### src/rtl/food_spawn_arbiter_if.sv
// rtl/food_spawn_arbiter_if.sv - request/response bundle between collision logic and food spawn arbiter
// Optional seed-load signals present only when FOOD_SEED_LOAD_EN is defined.
interface food_spawn_arbiter_if;
    logic       food_valid_1;
    logic       food_valid_2;
    logic [7:0] new_food_x1;
    logic [6:0] new_food_y1;
    logic [7:0] new_food_x2;
    logic [6:0] new_food_y2;
    logic       food_received_1;
    logic       food_received_2;
    logic       busy;
`ifdef FOOD_SEED_LOAD_EN
    logic        seed_load;
    logic [15:0] seed_in;

    modport master (
        output food_valid_1, food_valid_2, seed_load, seed_in,
        input  new_food_x1, new_food_y1, new_food_x2, new_food_y2,
        input  food_received_1, food_received_2, busy
    );
    modport slave (
        input  food_valid_1, food_valid_2, seed_load, seed_in,
        output new_food_x1, new_food_y1, new_food_x2, new_food_y2,
        output food_received_1, food_received_2, busy
    );
`else
    modport master (
        output food_valid_1, food_valid_2,
        input  new_food_x1, new_food_y1, new_food_x2, new_food_y2,
        input  food_received_1, food_received_2, busy
    );
    modport slave (
        input  food_valid_1, food_valid_2,
        output new_food_x1, new_food_y1, new_food_x2, new_food_y2,
        output food_received_1, food_received_2, busy
    );
`endif
endinterface

### src/rtl/food_spawn_arbiter.sv
// rtl/food_spawn_arbiter.sv - round-robin arbiter sharing one LFSR food-position generator between two channels
// Optional feature: FOOD_SEED_LOAD_EN adds a runtime LFSR seed load.
module food_spawn_arbiter #(
    parameter int           GRID_W    = 160,
    parameter int           GRID_H    = 120,
    parameter logic [15:0]  LFSR_SEED = 16'hACE1,
    parameter int           MAX_TRIES = 15,
    parameter logic [7:0]   INIT_X1   = 8'd40,
    parameter logic [6:0]   INIT_Y1   = 7'd60,
    parameter logic [7:0]   INIT_X2   = 8'd120,
    parameter logic [6:0]   INIT_Y2   = 7'd60
) (
    input  logic                 clk,
    input  logic                 resetn,
    food_spawn_arbiter_if.slave  fif
);
    localparam logic [1:0]  S_IDLE = 2'd0;
    localparam logic [1:0]  S_DRAW = 2'd1;
    localparam logic [1:0]  S_ACK  = 2'd2;
    localparam logic [1:0]  S_COOL = 2'd3;

    localparam logic [15:0] SEED_EFF = (LFSR_SEED == 16'h0000) ? 16'h0001 : LFSR_SEED;
    localparam logic [7:0]  FB_X     = 8'(GRID_W / 2);
    localparam logic [7:0]  FB_X_ALT = 8'(GRID_W / 2 + 1);
    localparam logic [6:0]  FB_Y     = 7'(GRID_H / 2);
    localparam logic [7:0]  TRY_LAST = 8'(MAX_TRIES - 1);
    localparam logic [8:0]  GW_LIM   = 9'(GRID_W);
    localparam logic [7:0]  GH_LIM   = 8'(GRID_H);

    logic [1:0]  state;
    logic [15:0] lfsr;
    logic [15:0] lfsr_step;
    logic [15:0] lfsr_next;
    logic [7:0]  tries;
    logic        grant;       // 0 = channel 1, 1 = channel 2
    logic        last_grant;
    logic [7:0]  x1, x2;
    logic [6:0]  y1, y2;
    logic        rx1, rx2;

    logic [7:0]  cx;
    logic [6:0]  cy;
    logic [7:0]  gx, ox, fb_x;
    logic [6:0]  gy, oy;
    logic        in_grid, hit_other, hit_self, accept;

    always_comb begin
        lfsr_step = lfsr[0] ? ((lfsr >> 1) ^ 16'hB400) : (lfsr >> 1);
`ifdef FOOD_SEED_LOAD_EN
        if (fif.seed_load)
            lfsr_next = (fif.seed_in == 16'h0000) ? 16'h0001 : fif.seed_in;
        else
            lfsr_next = lfsr_step;
`else
        lfsr_next = lfsr_step;
`endif
    end

    always_comb begin
        cx        = lfsr[7:0];
        cy        = lfsr[14:8];
        gx        = grant ? x2 : x1;
        gy        = grant ? y2 : y1;
        ox        = grant ? x1 : x2;
        oy        = grant ? y1 : y2;
        in_grid   = ({1'b0, cx} < GW_LIM) && ({1'b0, cy} < GH_LIM);
        hit_other = (cx == ox) && (cy == oy);
        hit_self  = (cx == gx) && (cy == gy);
        accept    = in_grid && !hit_other && !hit_self;
        // Centre fallback shifts one column right if the other food already sits there
        fb_x      = ((FB_X == ox) && (FB_Y == oy)) ? FB_X_ALT : FB_X;
    end

    always_ff @(posedge clk or negedge resetn) begin
        if (!resetn) begin
            state      <= S_IDLE;
            lfsr       <= SEED_EFF;
            tries      <= 8'd0;
            grant      <= 1'b0;
            last_grant <= 1'b1;
            x1         <= INIT_X1;
            y1         <= INIT_Y1;
            x2         <= INIT_X2;
            y2         <= INIT_Y2;
            rx1        <= 1'b0;
            rx2        <= 1'b0;
        end else begin
            lfsr <= lfsr_next;
            rx1  <= 1'b0;
            rx2  <= 1'b0;
            case (state)
                S_IDLE: begin
                    if (fif.food_valid_1 || fif.food_valid_2) begin
                        if (fif.food_valid_1 && fif.food_valid_2)
                            grant <= ~last_grant;
                        else
                            grant <= fif.food_valid_2;
                        tries <= 8'd0;
                        state <= S_DRAW;
                    end
                end
                S_DRAW: begin
                    if (accept || (tries == TRY_LAST)) begin
                        if (grant) begin
                            x2  <= accept ? cx : fb_x;
                            y2  <= accept ? cy : FB_Y;
                            rx2 <= 1'b1;
                        end else begin
                            x1  <= accept ? cx : fb_x;
                            y1  <= accept ? cy : FB_Y;
                            rx1 <= 1'b1;
                        end
                        state <= S_ACK;
                    end else begin
                        tries <= tries + 8'd1;
                    end
                end
                S_ACK: begin
                    last_grant <= grant;
                    state      <= S_COOL;
                end
                default: state <= S_IDLE;
            endcase
        end
    end

    assign fif.new_food_x1     = x1;
    assign fif.new_food_y1     = y1;
    assign fif.new_food_x2     = x2;
    assign fif.new_food_y2     = y2;
    assign fif.food_received_1 = rx1;
    assign fif.food_received_2 = rx2;
    assign fif.busy            = (state != S_IDLE);
endmodule
### src/flat_wrapper.sv
// flat-port wrapper written by rule: the top's interface ports become plain ports
module food_spawn_arbiter_flat 
#(
    parameter int           GRID_W    = 160,
    parameter int           GRID_H    = 120,
    parameter logic [15:0]  LFSR_SEED = 16'hACE1,
    parameter int           MAX_TRIES = 15,
    parameter logic [7:0]   INIT_X1   = 8'd40,
    parameter logic [6:0]   INIT_Y1   = 7'd60,
    parameter logic [7:0]   INIT_X2   = 8'd120,
    parameter logic [6:0]   INIT_Y2   = 7'd60
)
  (clk, resetn, fif_food_valid_1, fif_food_valid_2, fif_new_food_x1, fif_new_food_y1, fif_new_food_x2, fif_new_food_y2, fif_food_received_1, fif_food_received_2, fif_busy);
  food_spawn_arbiter_if fif_i ();
  input  logic clk;
  input  logic resetn;
  input wire logic [$bits(fif_i.food_valid_1)-1:0] fif_food_valid_1;
  input wire logic [$bits(fif_i.food_valid_2)-1:0] fif_food_valid_2;
  output wire logic [$bits(fif_i.new_food_x1)-1:0] fif_new_food_x1;
  output wire logic [$bits(fif_i.new_food_y1)-1:0] fif_new_food_y1;
  output wire logic [$bits(fif_i.new_food_x2)-1:0] fif_new_food_x2;
  output wire logic [$bits(fif_i.new_food_y2)-1:0] fif_new_food_y2;
  output wire logic [$bits(fif_i.food_received_1)-1:0] fif_food_received_1;
  output wire logic [$bits(fif_i.food_received_2)-1:0] fif_food_received_2;
  output wire logic [$bits(fif_i.busy)-1:0] fif_busy;
  assign fif_i.food_valid_1 = fif_food_valid_1;
  assign fif_i.food_valid_2 = fif_food_valid_2;
  assign fif_new_food_x1 = fif_i.new_food_x1;
  assign fif_new_food_y1 = fif_i.new_food_y1;
  assign fif_new_food_x2 = fif_i.new_food_x2;
  assign fif_new_food_y2 = fif_i.new_food_y2;
  assign fif_food_received_1 = fif_i.food_received_1;
  assign fif_food_received_2 = fif_i.food_received_2;
  assign fif_busy = fif_i.busy;
  food_spawn_arbiter #(.GRID_W(GRID_W), .GRID_H(GRID_H), .LFSR_SEED(LFSR_SEED), .MAX_TRIES(MAX_TRIES), .INIT_X1(INIT_X1), .INIT_Y1(INIT_Y1), .INIT_X2(INIT_X2), .INIT_Y2(INIT_Y2)) u_core (.clk(clk), .resetn(resetn), .fif(fif_i));
endmodule
### config.mk
export PLATFORM = sky130hd
export DESIGN_NAME = food_spawn_arbiter_flat
export DESIGN_NICKNAME = d
export VERILOG_FILES = /design/src/rtl/food_spawn_arbiter_if.sv /design/src/rtl/food_spawn_arbiter.sv /design/src/flat_wrapper.sv
export SDC_FILE = /design/constraint.sdc
export NUM_CORES = 1
export LEC_CHECK = 0
export BUFFER_PORTS_ARGS = -buffer_cell sky130_fd_sc_hd__buf_2
export CAP_MARGIN = 20
export CORE_ASPECT_RATIO = 0.5
export CORE_MARGIN = 2
export CORE_UTILIZATION = 50
export CTS_CLUSTER_SIZE = 20
export DETAILED_ROUTE_END_ITERATION = 8
export GPL_ROUTABILITY_DRIVEN = 0
export PLACE_DENSITY = 0.7
export SYNTH_ARGS = -nofsm -noshare
export SYNTH_HDL_FRONTEND = slang
export SYNTH_SLANG_ARGS = --single-unit
export TNS_END_PERCENT = 50
### constraint.sdc
create_clock -name clk -period 3.1 [get_ports clk]
set_input_delay 0.31 -clock clk [delete_from_list [all_inputs] [get_ports clk]]
set_output_delay 0.31 -clock clk [all_outputs]
set_load 0.03 [all_outputs]
==> results.toml <==
[floorplan]
die_x_um = 117
ioPinCount = 37
start_util = 0.522
rows = 20
die_h_um = 60.5
dieArea_um2 = 7070
coreArea_um2 = 6110

[logic_synthesis]
synth_flop_cell = "dfrtp_1"
syn_avg_cell_area_um2 = 11.3
synth_cell_type_count = 45
syn_nets = 292
synthArstFlopShare = 1.00
ys_seq_elements = 60
synth_area_um2 = 3190
synth-edff-count = 0
ys_warn_count = 0
netlist_instances = 282
ys_seq_area_frac = 0.480

[drt]
wl_per_cell_um = 18.6
drc = 0
via_count = 2418
drtAntennaViolNets = 0
dr.pass1.iters = 4
totalWireLength_um = 7670
vias_per_cell = 5.85
drt_iter0_drc = 177

[critical_path]
startpoint_type = "flop"
cpPeakStageDelay_ps = 560
critPathRequiredTime_ps = 3360
cp_slowest_cell = "or4_1"
cp_top_family = "simple AND/OR/NAND/NOR gates"
critPathKind = "flop to flop"
cp-end-kind = "flop"
cp_cell_sequence = "buf_12, mux2i_1, xnor2_1, nor4_1, nand4_1, and3_1, or4_1, nand3_1"
cp_num_buf_inv = 1
arrival_ps = 3130
path_max_fanout = 14

[sta]
tns_ps = 0
report.final.hold_viol_count = 0
fmax_mhz = 349
slew_headroom = 0.437
hold-worst-slack_ps = 84.6
tightest_slew_ps = 844
slew_violations = 0
final.min_clock_period_ps = 2870
rsz0062_at_grt = "no"
setup_viol = 0
period_share = 0.925
clock-skew-final_ps = 3.18

[finish]
multiInputGateArea_um2 = 1530
finalNetCount = 330
area_growth_syn_to_layout_pct = 19.6
fillers = 493
final_cell_mix = "buf_2 (36), dfrtp_1 (36), mux2i_1 (32), xnor2_1 (30), dfstp_2 (23)"
seq_area_um2 = 1530
diodes = 0
drive_gt1_frac = 0.268
finalNonFillerCells = 413

[clock_network]
cts_made_buffers = 9
cts_resized = 0
cts_root_buf = "clkbuf_16"
htreeDepth = 3
cts_tree = "done"
post_cts_buffers = 0
clkLatencyLatePin_ps = 330
clock_path_buffers = 2
clkTransAtPathRegs_ps = 50
cts_hold_buf = 0
clkSinkCount = 60

[power_and_ir_drop]
ir_worst_vdd_uv = 287
p_leak_nw = 1.58
p_per_area_nw_per_um2 = 515

[run_status]
status = "complete, no violations"

[hold_path]
hold_path.class = "input port to asynchronous set/reset pin"

[run]
maxCapViolations = 0

[grt]
grt_pass1_wl_um = 12200
grt_antenna_before_repair = 0
grt_pass1_vias = 2307
grt_max_degree = 40
grt_remaining_overflow = 0
grt.total_usage = 0.236

[place]
place_hpwl_um = 5410
port_buffers = 36
placed_cells = 396
==> where the power goes <==
group | switching, W | internal [W] | total [W]
clock | 0.000354 | 0.000806 | 0.00116
sequential | 0 | 0.000785 | 0.000785
combinational | 0.0000163 | 0.00000319 | 0.0000195
total | 0.000370 | 0.00159 | 0.00196
==> sequential cells by signal (all words and copies together) (netlist names) <==
name                        cells
u_core.fif.new_food_y2          7
u_core.last_grant               1
u_core.tries                    8
u_core.fif.new_food_y1          7
u_core.fif.new_food_x1          8
u_core.fif.new_food_x2          8
u_core.grant                    1
u_core.fif.food_received_2      1
u_core.lfsr                    16
u_core.state                    2
u_core.fif.food_received_1      1
==> layer usage <==
metal	GRT usage	up-vias	wire, µm
li1	-	1120	-
met1	0.333	1212	3620
met2	0.347	73	3500
met3	0.0699	13	438
met4	0.0891	0	110
met5	0	-	0
==> cells by family (layout without fill, tap and decap cells) <==
kind of cell | count (synthesis) | after routing | share of synthesized area
compound gates | 53 | 53 | 0.136
xor+xnor | 33 | 33 | 0.0907
fa+ha+maj | 6 | 6 | 0.0236
buf+inv | 24 | 67 | 0.0389
flops | 60 | 60 | 0.480
mux | 34 | 34 | 0.108
simple gates | 72 | 72 | 0.123
==> cell usage after synthesis, types with 3 or more instances <==
cell type / number / share of area
nand2_1: 16 / 0.019
nor3_1: 5 / 0.0079
or4_1: 3 / 0.0071
buf_6: 4 / 0.014
nand3_1: 13 / 0.020
clkbuf_1: 8 / 0.0094
o211ai_1: 4 / 0.0094
nand4b_1: 3 / 0.0082
nor4_1: 12 / 0.024
o21ai_0: 4 / 0.0063
o22a_1: 12 / 0.033
nor2_1: 6 / 0.0071
a22o_1: 16 / 0.044
nand4_1: 5 / 0.0098
dfstp_2: 23 / 0.19
buf_2: 3 / 0.0047
xor2_1: 3 / 0.0082
dfrtp_1: 37 / 0.29
inv_1: 7 / 0.0082
a21oi_1: 3 / 0.0047
xnor2_1: 30 / 0.082
ha_1: 6 / 0.024
mux2i_1: 32 / 0.10
==> final timing paths <==
| check | startpoint | endpoint | slack (ps) | cells after the start |
|---|---|---|---|---|
| min in group clk | fif_food_valid_2 | u_core.grant | 260 | 2 |
| max in group asynchronous | resetn | u_core.fif.new_food_x2[0] | 2100 | 3 |
| max | u_core.grant | u_core.tries[6] | 230 | 8 |
| min | resetn | u_core.state[0] | 80 | 1 |
| min reg2reg | u_core.lfsr[15] | u_core.lfsr[14] | 390 | 0 |
| max reg2reg | u_core.grant | u_core.tries[6] | 230 | 8 |
==> stage by stage <==
step	instance area [µm²]	util	setup WS (ps)	power [W]
6_report	3810	0.624	232	0.00196
3_5_place_dp	3450	0.566	295	0.000819
3_3_place_gp	3450	0.566	394	0.000818
4_1_cts	3800	0.623	257	0.00198
5_1_grt	3810	0.624	55.2	0.00202
2_1_floorplan	3190	-	811	0.000798
==> cell type report <==
| class | instances | share of cell area |
|---|---|---|
| clock buffer | 10 | 0.0627 |
| clock inverter | 6 | 0.0292 |
| inverter | 8 | 0.00788 |
| multi-input combinational | 198 | 0.402 |
| sequential | 60 | 0.402 |
| tap | 88 | 0.0289 |
| timing repair buffer | 43 | 0.0676 |
Power figures use the tool's default switching activity.
